<file path="config.mk">
export PLATFORM = sky130hd
export DESIGN_NAME = csync_separator
export DESIGN_NICKNAME = d
export VERILOG_FILES = /design/src/rtl/csync_separator.sv
export SDC_FILE = /design/constraint.sdc
export NUM_CORES = 1
export LEC_CHECK = 0
export CAP_MARGIN = 40
export CORE_MARGIN = 4
export CORE_UTILIZATION = 48
export DETAILED_ROUTE_END_ITERATION = 16
export PLACE_DENSITY = 0.84
export REMOVE_ABC_BUFFERS = 1
export SYNTH_ARGS = -nofsm -noshare
export SYNTH_HDL_FRONTEND = slang
export SYNTH_SLANG_ARGS = --single-unit
</file>
<file path="constraint.sdc">
create_clock -name clk_sys -period 1.9 [get_ports clk_sys]
set_clock_uncertainty 0.1 [all_clocks]
set_input_delay 0.38 -clock clk_sys [delete_from_list [all_inputs] [get_ports clk_sys]]
set_output_delay 0.38 -clock clk_sys [all_outputs]
set_load 0.02 [all_outputs]
</file>
<file path="src/rtl/csync_separator.sv">
`default_nettype none
// ============================================================================
//  Module      : csync_separator
//  Description : Composite-sync separator for the ZX80/ZX81 display path.
//                Synchronises and glitch-filters the raw csync input, then
//                derives hsync/vsync levels, line/frame strobes, a line
//                counter and the measured lines-per-frame value.
//                Optional frame-lock detector: define CSYNC_SEPARATOR_LOCK_EN.
//  Revision    : 1.0  initial release
// ============================================================================
module csync_separator #(
    parameter int CNT_W            = 11,
    parameter int VS_THRESH        = 1024,
    parameter int FILT_LEN         = 3,
    parameter int CSYNC_ACTIVE_LOW = 1,
    parameter int LINE_W           = 10,
    parameter int LOCK_FRAMES      = 4
) (
    input  logic              clk_sys,
    input  logic              reset_n,
    input  logic              csync,
    output logic              hsync,
    output logic              vsync,
    output logic              hs_stb,
    output logic              vs_stb,
    output logic [LINE_W-1:0] line,
    output logic [LINE_W-1:0] lines_per_frame,
    output logic              locked
);

    // Raw csync level that means "no sync pulse"
    localparam logic              SYNC_IDLE = (CSYNC_ACTIVE_LOW != 0);
    localparam logic [3:0]        FILT_LAST = 4'(FILT_LEN - 1);
    localparam logic [3:0]        FCNT_ONE  = 4'd1;
    localparam logic [CNT_W-1:0]  VS_CMP    = CNT_W'(VS_THRESH - 1);
    localparam logic [CNT_W-1:0]  CNT_MAX   = '1;
    localparam logic [CNT_W-1:0]  CNT_ONE   = CNT_W'(1);
    localparam logic [LINE_W-1:0] LINE_MAX  = '1;
    localparam logic [LINE_W-1:0] LINE_ONE  = LINE_W'(1);

    logic [1:0]        sync_q;
    logic              act;
    logic              filt_q, filt_d;
    logic [3:0]        fcnt_q, fcnt_d;
    logic              hsync_q, hs_stb_q, hs_stb_d;
    logic              vsync_q, vsync_d, vs_stb_q, vs_stb_d, vs_set;
    logic [CNT_W-1:0]  cnt_q, cnt_d;
    logic [LINE_W-1:0] line_q, line_d, lpf_q, lpf_d;

    // Two-flop synchroniser for the asynchronous csync input
    always_ff @(posedge clk_sys or negedge reset_n) begin
        if (!reset_n) sync_q <= {SYNC_IDLE, SYNC_IDLE};
        else          sync_q <= {sync_q[0], csync};
    end

    // act = 1 means a sync pulse, regardless of input polarity
    assign act = sync_q[1] ^ SYNC_IDLE;

    // Agreement filter: f follows act only after FILT_LEN disagreeing samples
    always_comb begin
        filt_d = filt_q;
        fcnt_d = fcnt_q;
        if (act == filt_q) begin
            fcnt_d = 4'd0;
        end else if (fcnt_q == FILT_LAST) begin
            filt_d = act;
            fcnt_d = 4'd0;
        end else begin
            fcnt_d = fcnt_q + FCNT_ONE;
        end
    end

    // Pulse timing: counter runs while hsync is up, so vsync lands VS_THRESH
    // clocks after the hsync rise and drops on the same edge as hsync
    always_comb begin
        hs_stb_d = filt_q & ~hsync_q;
        cnt_d    = '0;
        if (filt_q && hsync_q)
            cnt_d = (cnt_q == CNT_MAX) ? cnt_q : cnt_q + CNT_ONE;
        vs_set   = filt_q & hsync_q & (cnt_q == VS_CMP);
        vsync_d  = filt_q & (vsync_q | vs_set);
        vs_stb_d = vs_set & ~vsync_q;
    end

    // Line counting; updates land in the same cycle as the strobe outputs
    always_comb begin
        line_d = line_q;
        lpf_d  = lpf_q;
        if (vs_stb_d) begin
            lpf_d  = line_q;
            line_d = '0;
        end else if (hs_stb_d && line_q != LINE_MAX) begin
            line_d = line_q + LINE_ONE;
        end
    end

    // Main state registers
    always_ff @(posedge clk_sys or negedge reset_n) begin
        if (!reset_n) begin
            filt_q   <= 1'b0;
            fcnt_q   <= 4'd0;
            hsync_q  <= 1'b0;
            hs_stb_q <= 1'b0;
            cnt_q    <= '0;
            vsync_q  <= 1'b0;
            vs_stb_q <= 1'b0;
            line_q   <= '0;
            lpf_q    <= '0;
        end else begin
            filt_q   <= filt_d;
            fcnt_q   <= fcnt_d;
            hsync_q  <= filt_q;
            hs_stb_q <= hs_stb_d;
            cnt_q    <= cnt_d;
            vsync_q  <= vsync_d;
            vs_stb_q <= vs_stb_d;
            line_q   <= line_d;
            lpf_q    <= lpf_d;
        end
    end

`ifdef CSYNC_SEPARATOR_LOCK_EN
    localparam int              LOCK_W   = $clog2(LOCK_FRAMES + 1);
    localparam logic [LOCK_W-1:0] LOCK_TGT = LOCK_W'(LOCK_FRAMES);
    localparam logic [LOCK_W-1:0] LOCK_ONE = LOCK_W'(1);

    logic [LOCK_W-1:0] lock_cnt_q, lock_cnt_d;
    logic              locked_q;

    // Count consecutive frames whose length matches the previous one;
    // a runaway line count (no vsync) also breaks lock
    always_comb begin
        lock_cnt_d = lock_cnt_q;
        if (vs_stb_d) begin
            if (line_q == lpf_q && line_q != '0)
                lock_cnt_d = (lock_cnt_q == LOCK_TGT) ? LOCK_TGT : lock_cnt_q + LOCK_ONE;
            else
                lock_cnt_d = '0;
        end else if (hs_stb_d && line_q == LINE_MAX) begin
            lock_cnt_d = '0;
        end
    end

    // Lock state registers
    always_ff @(posedge clk_sys or negedge reset_n) begin
        if (!reset_n) begin
            lock_cnt_q <= '0;
            locked_q   <= 1'b0;
        end else begin
            lock_cnt_q <= lock_cnt_d;
            locked_q   <= (lock_cnt_d == LOCK_TGT);
        end
    end

    assign locked = locked_q;
`else
    assign locked = 1'b0;
`endif

    assign hsync           = hsync_q;
    assign vsync           = vsync_q;
    assign hs_stb          = hs_stb_q;
    assign vs_stb          = vs_stb_q;
    assign line            = line_q;
    assign lines_per_frame = lpf_q;

endmodule
`default_nettype wire
</file>
==> impl_metrics.csv, run 1 <==
group,metric,value,unit
outcome,status,"finished, final reports clean",
timing,maxSlewViolCount,0,
yosys,async_flop_share,100,%
cells_and_area,mostFrequentLayoutCells,"sky130_fd_sc_hd__dfrtp_1, sky130_fd_sc_hd__buf_4, sky130_fd_sc_hd__nor2_1, sky130_fd_sc_hd__clkdlybuf4s50_1, sky130_fd_sc_hd__nand2_1",
timing,layout_worst_path_cycle_share,96.1,%
detailed_routing,detailedRoute.firstPassIterationCount,4,
global_route,grt_util_all_layers,16.5,%
cells_and_area,most_common_cell_after_layout_fill_and_taps_aside,"sky130_fd_sc_hd__dfrtp_1",
die,io_pins,28,
detailed_routing,post-route-drc-count,0,
cells_and_area,layout-drive-gt1-share,20.9,%
yosys,syn_avg_cell_area,11.5,sq um
timing,fmax,548,MHz
worst_setup_path,crit_type,"register to primary output",
worst_setup_path,critPathArrivalTime,1350,ps
detailed_routing,dr.first_iter.drc_count,107,
timing,max_slew_margin,64.3,%
clock_tree,clk_pin_slew_worst_paths,70,ps
pwr,worst_ir_drop_vdd,716,uV
cells_and_area,n_antenna_cell,0,
yosys,synth.cell_area,1900,sq um
timing,timing.hold.ws,44.2,ps
detailed_routing,wl,3880,um
worst_setup_path,crit_family,"buffers and inverters",
place,port-buffer-count,26,
yosys,synth_seq_area_share,55.4,%
global_route,initial_antenna_violation_count,0,
cells_and_area,finalNetCount,221,
timing,period_minus_slack,1830,ps
worst_setup_path,timing.critical_path.cells,"clkdlybuf4s50_1",
timing,timing.final.setup_violations,0,
timing,setup-tns-final,0,ps
die,start_util,50.8,%
yosys,ys_warns,0,
detailed_routing,post_detailed_route_via_to_cell_ratio,5.54,
die,coreArea,3740,sq um
die,placement_rows,22,
die,design.die.area,5030,sq um
global_route,wire_length_of_the_first_global_routing_pass,6670,um
detailed_routing,final_antenna_net_count,0,
detailed_routing,routedWlPerCell,14.7,um
pwr,leakage,1.25,nW
worst_setup_path,critical_path.startpoint_type,"register",
yosys,yosysUniqueCellTypes,42,
detailed_routing,dr_total_vias,1458,
worst_setup_path,critical_path.endpoint_type,"primary output",
clock_tree,clock_latency_late_sink,290,ps
yosys,syn-instance-count,166,
worst_setup_path,cp_buf_inv_count,1,
worst_setup_path,worst-path-max-fanout,5,
clock_tree,tritoncts,"yes",
clock_tree,cts.htree.levels,2,
timing,setup_repair_after_global_routing_missed_its_margin,"false",
clock_tree,cts_made_buffers,5,
place,gp_congestion,0.779,
global_route,largest_net_degree_at_the_start_of_global_routing,43,
worst_setup_path,worstPathRequired,1420,ps
global_route,gr-total-overflow,0,
die,die_x,70.9,um
worst_setup_path,crit_path_max_incr_delay,630,ps
clock_tree,cts.sinks,42,
global_route,first_global_vias,1462,
worst_hold_path,holdCritPathClass,"primary input to async pin",
timing,timing_worst_slew_pin_value,521,ps
yosys,postSynth.topFlopCell,"sky130_fd_sc_hd__dfrtp_1",
yosys,synth-seq-cells,42,
die,floorplan.die.height,70.9,um
cells_and_area,area_growth_syn_to_layout,31.2,%
worst_setup_path,slowest_cell_on_the_critical_path,"sky130_fd_sc_hd__clkdlybuf4s50_1",
cells_and_area,n_fill_cell,303,
place,dp.final_hpwl,2660,um
run,maxCapViolCount,0,
pwr,powerDensity,967,nW/um^2
clock_tree,clk_tree_root_cell,"sky130_fd_sc_hd__clkbuf_8",
timing,hold_viol_final,0,
yosys,synth_edf_count,0,
clock_tree,cts-root-to-sink-buffers,2,
==> area by class of cell <==
class	count	area, sq um	share of cell area, %
multi-input combinational	117	846	33.9
timing repair buffer	45	432	17.3
inverter	3	11.3	0.451
tap	48	60.1	2.41
clock inverter	1	5.00	0.201
clock buffer	7	86.3	3.46
sequential	42	1050	42.3
==> synth_stat cells (2+ instances only) <==
cell type / n / share of area, %
sky130_fd_sc_hd__inv_1: 3 / 0.59
sky130_fd_sc_hd__o21ai_0: 8 / 2.1
sky130_fd_sc_hd__xnor2_1: 3 / 1.4
sky130_fd_sc_hd__dfrtp_1: 40 / 53
sky130_fd_sc_hd__mux2_1: 4 / 2.4
sky130_fd_sc_hd__a22o_1: 2 / 0.92
sky130_fd_sc_hd__o31ai_1: 5 / 2.0
sky130_fd_sc_hd__nand3_1: 9 / 2.4
sky130_fd_sc_hd__ha_1: 4 / 2.6
sky130_fd_sc_hd__nor2_1: 17 / 3.4
sky130_fd_sc_hd__or3_1: 3 / 0.99
sky130_fd_sc_hd__mux2_2: 7 / 4.1
sky130_fd_sc_hd__nor2b_1: 3 / 0.99
sky130_fd_sc_hd__xor2_1: 6 / 2.8
sky130_fd_sc_hd__nor3_1: 4 / 1.1
sky130_fd_sc_hd__o2111ai_1: 2 / 0.92
sky130_fd_sc_hd__nand4_1: 2 / 0.66
sky130_fd_sc_hd__and3_1: 2 / 0.66
sky130_fd_sc_hd__dfstp_2: 2 / 2.8
sky130_fd_sc_hd__a21oi_1: 6 / 1.6
sky130_fd_sc_hd__nand2_1: 10 / 2.0
sky130_fd_sc_hd__clkbuf_1: 2 / 0.39
sky130_fd_sc_hd__or4_1: 3 / 1.2
==> cells by family after synthesis <==
logic type | share of synthesized area (%)
AND/OR/NAND/NOR | 17.7
AO/OA/AOI/OAI | 10.9
flip-flops | 55.4
XOR/XNOR | 4.14
adder cells (fa/ha/maj) | 2.63
multiplexers | 7.04
other | 0.197
buffers and inverters | 1.97
==> repair_timing <==
| item | in CTS | in global routing |
|---|---|---|
| setup endpoints to repair | 1 | 29 |
| gates resized for setup | 1 | 15 |
| pin swaps | 0 | 2 |
| setup buffers | 0 | 1 |
| hold buffers | 0 | 0 |
==> worst reg2reg max path, cell delays in order, from the launching register on <==
cell	delay [ps]
sky130_fd_sc_hd__dfrtp_1	450
sky130_fd_sc_hd__nand4_4	200
sky130_fd_sc_hd__nor4_4	360
sky130_fd_sc_hd__buf_12	190
sky130_fd_sc_hd__nor2_2	80
sky130_fd_sc_hd__a221o_1	310
==> where the power goes <==
part,switching (W),internal (W),leakage (nW)
Clock,0.000291,0.000293,0.0482
Sequential,0.0000808,0.00100,0.565
Combinational,0.000411,0.000334,0.639
==> worst paths after layout <==
kind | slack (ps) | to | cells past startpoint | startpoint
min in group clk_sys | 260 | sync_q[1] | 0 | sync_q[0]
setup / recovery | 70 | hsync | 1 | hsync
setup reg to reg | 110 | line[7] | 5 | cnt_q[5]
hold / removal | 40 | fcnt_q[2] | 2 | reset_n
max in group asynchronous | 1270 | cnt_q[4] | 2 | reset_n
hold reg to reg | 260 | sync_q[1] | 0 | sync_q[0]
==> stage by stage <==
step | instances | setup slack, ps | cell area, sq um | util [%] | total power (W)
2_1_floorplan | 162 | -240 | 1880 | - | 0.00148
4_1_cts | 262 | 9.56 | 2430 | 64.9 | 0.00244
3_5_place_dp | 254 | 34.5 | 2340 | 62.5 | 0.00185
5_1_grt | 263 | 14.6 | 2490 | 66.6 | 0.00256
6_report | 263 | 75.0 | 2490 | 66.6 | 0.00241
3_3_place_gp | 254 | 114 | 2340 | 62.5 | 0.00183
==> registers in the layout, summed over array words and instances (netlist names) <==
signal,count
line,10
hsync,1
lines_per_frame,10
vs_stb,1
filt_q,1
fcnt_q,4
sync_q,2
cnt_q,11
hs_stb,1
vsync,1
==> per-layer routing <==
layer	vias to the layer above	global-route usage (%)	part of all wire [%]	routed length, um
met4	0	2.51	0.54	21
met1	724	20.4	43	1670
met2	35	28.3	51	1970
li1	697	-	-	-
met5	-	0	0	0
met3	2	6.11	5.5	215
(Power assumes the default switching activity.)
==> run 2, diff against run 1 <==
==> constraint.sdc (replaced) <==
create_clock -name clk_sys -period 1.52 [get_ports clk_sys]
set_clock_uncertainty 0.1 [all_clocks]
set_input_delay 0.304 -clock clk_sys [delete_from_list [all_inputs] [get_ports clk_sys]]
set_output_delay 0.304 -clock clk_sys [all_outputs]
set_load 0.02 [all_outputs]
==> run 2 against run 1 <==
Compared with the run above:
- the flow now finishes with violations (setup timing)
- routed wire length up 27%
- critical path type is now register to register
- flip-flop and latch count unchanged
- first-iteration DRC count down 30%
- register-to-register slack worse by 390 ps
- total power up 41%
- worst setup slack worse by 360 ps
- critical endpoint is now cnt_q[9]
- critical path depth up 7
- sequential power up 25%
- worst hold slack better by 210 ps
==> impl_metrics.csv, run 2 (synthesis results as in run 1) <==
group,metric,value,unit
place,gp_congestion,0.825,
clock_tree,clk_tree_root_cell,"sky130_fd_sc_hd__clkbuf_8",
detailed_routing,dr_total_vias,1644,
worst_setup_path,worstPathRequired,1600,ps
global_route,wire_length_of_the_first_global_routing_pass,8120,um
cells_and_area,finalNetCount,260,
detailed_routing,wl,4940,um
die,start_util,50.8,%
timing,fmax,555,MHz
timing,layout_worst_path_cycle_share,119,%
worst_setup_path,critPathArrivalTime,1880,ps
die,coreArea,3740,sq um
pwr,worst_ir_drop_vdd,833,uV
cells_and_area,layout-drive-gt1-share,42.7,%
cells_and_area,largest_register_ffs,11,
detailed_routing,routedWlPerCell,16.4,um
clock_tree,clock_latency_late_sink,290,ps
place,port-buffer-count,26,
outcome,violations,"setup timing",
place,dpl_worst_slack,-335,ps
cells_and_area,area_growth_syn_to_layout,53.6,%
worst_setup_path,worst-path-max-fanout,3,
timing,layout_setup_ws,-282,ps
worst_setup_path,critical_path.startpoint_type,"register",
clock_tree,cts.sinks,42,
cells_and_area,largest-register,"cnt_q",
global_route,largest_net_degree_at_the_start_of_global_routing,31,
run,maxCapViolCount,0,
detailed_routing,post_detailed_route_via_to_cell_ratio,5.46,
detailed_routing,dr.first_iter.drc_count,75,
pwr,leakage,1.41,nW
timing,timing.hold.ws,257,ps
outcome,status,"complete, but fails checks",
pwr,powerDensity,1160,nW/um^2
die,floorplan.die.height,70.9,um
global_route,first_global_vias,1785,
global_route,grt_util_all_layers,20.2,%
clock_tree,tritoncts,"yes",
worst_setup_path,crit_type,"register to register",
timing,period_minus_slack,1800,ps
detailed_routing,detailedRoute.firstPassIterationCount,4,
clock_tree,cts_made_buffers,5,
cells_and_area,n_antenna_cell,0,
detailed_routing,final_antenna_net_count,0,
die,io_pins,28,
cells_and_area,most_common_cell_after_layout_fill_and_taps_aside,"sky130_fd_sc_hd__buf_4",
die,design.die.area,5030,sq um
timing,timing.final.setup_violations,26,
clock_tree,clk_pin_slew_worst_paths,80,ps
die,placement_rows,22,
global_route,initial_antenna_violation_count,0,
clock_tree,cts-root-to-sink-buffers,2,
die,die_x,70.9,um
cells_and_area,n_fill_cell,254,
cells_and_area,mostFrequentLayoutCells,"sky130_fd_sc_hd__buf_4, sky130_fd_sc_hd__dfrtp_1, sky130_fd_sc_hd__nor2_1, sky130_fd_sc_hd__dlygate4sd2_1, sky130_fd_sc_hd__nand2_1",
timing,hold_viol_final,0,
clock_tree,cts.htree.levels,2,
worst_hold_path,holdCritPathClass,"register to register",
worst_setup_path,critical_path.endpoint_type,"register",
global_route,gr-total-overflow,0,
timing,maxSlewViolCount,0,
timing,setup_repair_after_global_routing_missed_its_margin,"true",
detailed_routing,post-route-drc-count,0,
place,dp.final_hpwl,3130,um
[run 2: where the power goes]
part / internal, W / total [W] / switching [W] / leakage (nW)
logic: 0.000554 / 0.00117 / 0.000615 / 0.789
registers: 0.00125 / 0.00135 / 0.0000964 / 0.566
clock network: 0.000525 / 0.000885 / 0.000360 / 0.0573
[run 2: path summary, 6_finish.rpt]
kind / startpoint / to / slack (ps) / cells past startpoint
worst min-delay path: sync_q[0] / sync_q[1] / 260 / 0
min in group asynchronous: reset_n / fcnt_q[2] / 340 / 2
worst max-delay path: cnt_q[0] / cnt_q[9] / -280 / 8
worst max register to register: cnt_q[0] / cnt_q[9] / -280 / 8
worst min register to register: sync_q[0] / sync_q[1] / 260 / 0
max in group asynchronous: reset_n / line[0] / 520 / 3
[run 2: per-layer routing]
metal / part of all wire (%) / global-route usage [%] / up-vias / wire (um)
met3: 3.9 / 4.55 / 7 / 192
met4: 1.3 / 4.59 / 0 / 63
li1: - / - / 779 / -
met2: 54 / 38.1 / 41 / 2670
met1: 41 / 23.1 / 817 / 2020
met5: 0 / 0 / - / 0
[run 2: critical path, stage by stage (launching register included)]
cell,delay (ps)
sky130_fd_sc_hd__dfrtp_1,400
sky130_fd_sc_hd__buf_4,130
sky130_fd_sc_hd__buf_4,90
sky130_fd_sc_hd__buf_4,110
sky130_fd_sc_hd__nand4_1,120
sky130_fd_sc_hd__buf_4,180
sky130_fd_sc_hd__a2111oi_4,330
sky130_fd_sc_hd__xnor2_1,170
sky130_fd_sc_hd__nor2_1,60
[run 2: timing repair]
| item | in CTS | in global routing |
|---|---|---|
| pin swaps | 19 | 13 |
| hold buffers | 1 | 0 |
| endpoints found under the setup margin | 55 | 41 |
| gates resized for setup | 67 | 30 |
| setup buffers | 4 | 6 |
| endpoints found under the hold margin | 10 | 0 |
[run 2: cell type report]
class	instances	area, sq um	share of cell area (%)
clock buffer	6	82.6	2.83
inverter	3	11.3	0.385
clock inverter	1	30.0	1.03
timing repair buffer	84	693	23.7
multi-input combinational	117	991	33.9
sequential	42	1050	36.1
tap	48	60.1	2.06
[run 2: through the flow]
step	util, %	TNS [ps]	power, W	cells	area [sq um]
after floorplan	-	-11410	0.00185	162	1880
after global placement	69.0	-5270	0.00238	285	2580
after detailed placement	69.0	-7180	0.00242	285	2580
after CTS	75.6	-4100	0.00334	297	2830
after global routing	78.0	-6360	0.00357	301	2920
final	78.0	-4400	0.00340	301	2920
==> run 3, diff against run 2 <==
--- a/config.mk
+++ b/config.mk
@@ -5,11 +5,12 @@
 export SDC_FILE = /design/constraint.sdc
 export NUM_CORES = 1
 export LEC_CHECK = 0
+export ABC_AREA = 0
 export CAP_MARGIN = 40
 export CORE_MARGIN = 4
-export CORE_UTILIZATION = 48
+export CORE_UTILIZATION = 53
 export DETAILED_ROUTE_END_ITERATION = 16
-export PLACE_DENSITY = 0.84
+export PLACE_DENSITY = 0.87
 export REMOVE_ABC_BUFFERS = 1
 export SYNTH_ARGS = -nofsm -noshare
 export SYNTH_HDL_FRONTEND = slang
==> constraint.sdc (replaced) <==
create_clock -name clk_sys -period 1.94 [get_ports clk_sys]
set_clock_uncertainty 0.1 [all_clocks]
set_input_delay 0.388 -clock clk_sys [delete_from_list [all_inputs] [get_ports clk_sys]]
set_output_delay 0.388 -clock clk_sys [all_outputs]
set_load 0.02 [all_outputs]
==> run 3 against run 2 <==
Compared with the run above:
- the flow now finishes without violations
- non-clock buffer count down 42
- largest cell class unchanged
- worst hold slack better by 9.6 ps
- highest routed layer unchanged
- first-iteration DRC count up 11%
- worst setup slack better by 370 ps
==> impl_metrics.csv, run 3 (synthesis results as in run 1) <==
group,metric,value,unit
detailed_routing,detailedRoute.firstPassIterationCount,4,
die,floorplan.die.height,67.9,um
timing,setup-tns-final,0,ps
die,die_x,67.9,um
timing,layout_worst_path_cycle_share,95.4,%
timing,timing.hold.ws,267,ps
cells_and_area,final_area,2390,sq um
die,coreArea,3390,sq um
global_route,gr-total-overflow,0,
worst_setup_path,worst-path-max-fanout,2,
cells_and_area,layout-drive-gt1-share,18.4,%
worst_setup_path,slowest_cell_on_the_critical_path,"sky130_fd_sc_hd__clkdlybuf4s50_1",
cells_and_area,largest_register_ffs,11,
die,design.die.area,4610,sq um
detailed_routing,wl,4010,um
worst_hold_path,holdCritPathClass,"register to register",
place,place_area,2330,sq um
worst_setup_path,worstPathRequired,1450,ps
worst_setup_path,critical_path_cell_count,1,
clock_tree,cts_made_buffers,5,
outcome,status,"finished, final reports clean",
pwr,leakage,1.13,nW
clock_tree,cts.sinks,42,
place,dpl_worst_slack,-1.71,ps
cells_and_area,largest-register,"cnt_q",
global_route,initial_antenna_violation_count,0,
worst_setup_path,crit_family,"buffers and inverters",
worst_hold_path,timing.hold.worst_path_depth,0,
worst_setup_path,critical_path.endpoint_type,"primary output",
timing,layout_setup_ws,89.1,ps
pwr,powerDensity,916,nW/um^2
worst_setup_path,critPathArrivalTime,1360,ps
run,maxCapViolCount,0,
detailed_routing,routedWlPerCell,15.5,um
pwr,worst_ir_drop_vdd,650,uV
clock_tree,clk_pin_slew_worst_paths,120,ps
detailed_routing,dr_total_vias,1469,
detailed_routing,post_detailed_route_via_to_cell_ratio,5.69,
worst_setup_path,critical_path.startpoint_type,"register",
worst_setup_path,cp_buf_inv_count,1,
worst_setup_path,crit_path_max_incr_delay,620,ps
place,gp_congestion,0.883,
worst_setup_path,crit_type,"register to primary output",
clock_tree,cts.htree.levels,2,
timing,max_slew_margin,64.8,%
detailed_routing,dr.first_iter.drc_count,83,
clock_tree,tritoncts,"yes",
global_route,first_global_vias,1431,
timing,timing_worst_slew_pin_value,525,ps
timing,hold_viol_final,0,
timing,period_minus_slack,1850,ps
detailed_routing,post-route-drc-count,0,
clock_tree,clk_tree_root_cell,"sky130_fd_sc_hd__clkbuf_4",
clock_tree,clock_latency_late_sink,350,ps
timing,setup_repair_after_global_routing_missed_its_margin,"false",
pwr,fin_total_pwr,0.00219,W
global_route,largest_net_degree_at_the_start_of_global_routing,23,
timing,fmax,540,MHz
global_route,grt_util_all_layers,20.5,%
cells_and_area,finalNetCount,218,
clock_tree,cts-root-to-sink-buffers,2,
detailed_routing,final_antenna_net_count,0,
timing,maxSlewViolCount,0,
cells_and_area,mostFrequentLayoutCells,"sky130_fd_sc_hd__dfrtp_1, sky130_fd_sc_hd__nor2_1, sky130_fd_sc_hd__clkdlybuf4s50_1, sky130_fd_sc_hd__buf_4, sky130_fd_sc_hd__nand2_1",
die,placement_rows,21,
cells_and_area,most_common_cell_after_layout_fill_and_taps_aside,"sky130_fd_sc_hd__dfrtp_1",
cells_and_area,n_antenna_cell,0,
place,port-buffer-count,26,
worst_setup_path,worst-r2r-cell-count,5,
place,dp.final_hpwl,2930,um
timing,timing.final.setup_violations,0,
worst_setup_path,timing.critical_path.cells,"clkdlybuf4s50_1",
cells_and_area,area_growth_syn_to_layout,25.9,%
die,start_util,56.1,%
global_route,wire_length_of_the_first_global_routing_pass,6920,um
die,io_pins,28,
==> run 3: worst paths after layout <==
path,start,endpoint,slack (ps)
worst max-delay path,lines_per_frame[6],lines_per_frame[6],90
worst max register to register,cnt_q[4],line[7],140
worst min register to register,sync_q[0],sync_q[1],270
min in group asynchronous,reset_n,vsync,440
worst min-delay path,sync_q[0],sync_q[1],270
max in group asynchronous,reset_n,line[2],820
==> run 3: per-stage QoR <==
| step | cells | utilization, % |
|---|---|---|
| 3_3_place_gp | 249 | 68.6 |
| 2_1_floorplan | 162 | - |
| 3_5_place_dp | 249 | 68.6 |
| 5_1_grt | 258 | 70.6 |
| 6_report | 258 | 70.6 |
| 4_1_cts | 258 | 70.2 |
==> run 3: repair_timing <==
action / 4_1_cts / 5_1_grt
hold endpoints to repair: 18 / 0
gates cloned: 0 / 0
setup buffers: 0 / 0
gates resized for setup: 10 / 4
pin swaps: 0 / 1
hold buffers: 1 / 0
endpoints found under the setup margin: 21 / 18
==> run 3: report_power, final <==
group | internal [W] | switching, W | total, W
combinational | 0.000314 | 0.000405 | 0.000719
sequential | 0.000980 | 0.0000790 | 0.00106
clock | 0.000138 | 0.000275 | 0.000413
total | 0.00143 | 0.000759 | 0.00219
==> run 3: final cells by class <==
class	count	area, sq um
Timing Repair Buffer	42	397
Inverter	3	11.3
Clock inverter	2	10.0
Tap cell	46	57.6
Multi-Input combinational cell	117	823
Sequential cell	42	1050
Fill cell	241	996
Clock buffer	6	41.3
==> run 3: metal layers <==
metal | routed length [um] | up-vias | share of wire (%) | track usage [%]
met5 | 0 | - | 0 | 0
met4 | 52 | 0 | 1.3 | 7.44
met3 | 155 | 7 | 3.9 | 5.25
met2 | 2070 | 32 | 52 | 33.5
met1 | 1730 | 733 | 43 | 26.5
li1 | - | 697 | - | -
==> variant (config.mk and constraints of run 3) <==
The parameter `LINE_W` goes from 10 to 12.
--- a/src/rtl/csync_separator.sv
+++ b/src/rtl/csync_separator.sv
@@ -13,7 +13,7 @@
     parameter int VS_THRESH        = 1024,
     parameter int FILT_LEN         = 3,
     parameter int CSYNC_ACTIVE_LOW = 1,
-    parameter int LINE_W           = 10,
+    parameter int LINE_W           = 12,
     parameter int LOCK_FRAMES      = 4
 ) (
     input  logic              clk_sys,
Ports: changed (resized line and lines_per_frame); port bits go from 28 to 32. The function was not compared with the original's and may differ.
==> variant against run 3 <==
Total power increased by 17%. Critical path type unchanged. Setup slack got worse by 35 ps. Sequential cell count increased by 4. Wire length increased by 6.8%. Largest power group unchanged. Cell area increased by 13%. Highest routed layer unchanged. First-iteration DRC count increased by 59%. Area after synthesis increased by 13%.
==> variant: results (changes against run 3) <==
- The non-clock buffer area fraction after layout is 0.163 (-0.00237).
- Net count, final: 239 (+9.6%)
- Final cell count without fillers: 281 (+8.9%)
- Register share of total power: 0.457 (-0.026)
- Met1 Usage GRT: 0.251 (-0.0143)
- Share of final-layout standard cells stronger than drive strength 1: 0.180 (-0.00370)
* Count of input and output buffers: 30 (+15%)
- The fill cell total of the finished layout is 273 (+13%).
- The arrival time at the worst endpoint is 1400 ps (+40 ps).
- In this run the critical register-to-register path is launched from cnt_q[0].
- The register clock-pin slew on the reported worst setup and hold paths was 90 ps (-30 ps).
* Global-route wire length before repair: 7390 µm (+6.8%)
- The utilization after layout was 0.710 (+0.00365).
* Internal reg-to-reg setup slack: 100 ps (-40 ps)
- The wire length on met2 came to 2120 µm (+2.6%).
* Worst setup slack after placement: 120 ps (+122 ps)
- By area the synthesized netlist is led by dfrtp_1 51%, mux2_2 4.7%, nor2_1 2.6%.
* Largest net degree at the start of global routing: 28 (+22%)
- Std cell rows: 22 (+4.8%)
- The most critical setup path has its endpoint at line[0].
- Share of async-settable or async-resettable flops after synthesis: 1.00 (unchanged)
* Number of CTS-inserted buffers: 5 (unchanged)
- Multi-input gate share of the layout cell area: 0.337 (-0.00661)
- Weighted congestion at the end of routability-driven global placement: 0.846 (-4.2%)
* Result of the run: completed
* IR Drop Worst-Case VDD: 0.644 mV (-0.85%)
* Worst Setup SP: line[0]
- Number of vias per cell: 5.70 (about the same)
- Type of the tightest min-delay check: register to register
* Hold_ws: 258 ps (-8.78 ps)
- Sw Ratio: 0.319 (-0.0273)
- The met3 layer usage reported by global route was 0.0519 (-0.000652).
* Root buf cell: clkbuf_8
- Met2 usage in global routing: 0.287 (-0.0486)
* GRT Overall Usage: 0.185 (-0.0204)
- The power attributed to sequential cells came to 1.18 mW (+11%).
* Post-Route M1 WL: 1850 µm (+7.1%)
* Cell count after placement: 272 (+9.2%)
- The number of cells on the worst hold path came to 0 (unchanged).
* Vias in the first global route: 1567 (+9.5%)
* Clock distribution area overhead in the final layout: 0.0422 (+0.0208)
* Met3 Wirelength: 250 µm (+61%)
* Synth top cells by count: 44 x dfrtp_1, 15 x nor2_1, 14 x nand2_1, 11 x nand3_1, 9 x mux2_2
- Combined flip-flop and latch cell area: 1150 µm² (+9.5%)
* Signal inverters: 5 (+2)
* Period utilisation layout: 0.972 (+0.0183)
- The placed wire-length estimate after detailed placement came to 3140 µm (+7.5%).
- Non-clock buffer count: 45 (+7.1%)
- Reg2reg end: lines_per_frame[2]
- The count of cell types in the netlist came to 47 (+12%).
- Largest stage delay on the critical path: 600 ps (-20 ps)
- The post-detailed-routing wire length came to 4280 µm (+6.8%).
- Placed cell areas: 2550 µm² (+9.5%)
* Clk_lat worst skew: 310 ps (-40 ps)
- The clock network power came to 0.713 mW (+73%).
- The sequential cell count of the final layout came to 46 (+9.5%).
## variant: changes by cell type in the layout (fill, tap and decap cells not counted), moves of 5 or more
| cell | before | now |
|---|---|---|
| clkbuf_4 | 5 | 0 |
| clkbuf_8 | 0 | 5 |
| clkdlybuf4s50_1 | 14 | 22 |
| dlygate4sd2_1 | 9 | 0 |
| dlymetal6s2s_1 | 2 | 7 |
| nand4_1 | 2 | 7 |
## variant: what timing repair did
item / in CTS / in global routing
resized for setup: 0 / 9
setup endpoints to repair: 0 / 12
hold buffers: 1 / 0
endpoints found under the hold margin: 19 / 0
## variant: cells by family (layout without fill, tap and decap cells)
family,Yosys count,after routing,share of synthesized area
muxes,15,15,0.0797
xor gates and xnor gates,9,9,0.0366
buffers and inverters,15,58,0.0448
adders and majority gates,4,4,0.0233
and+or+nand+nor,67,67,0.171
DFF,46,46,0.536
other,1,1,0.00174
AOI/OAI and AO/OA,33,33,0.106
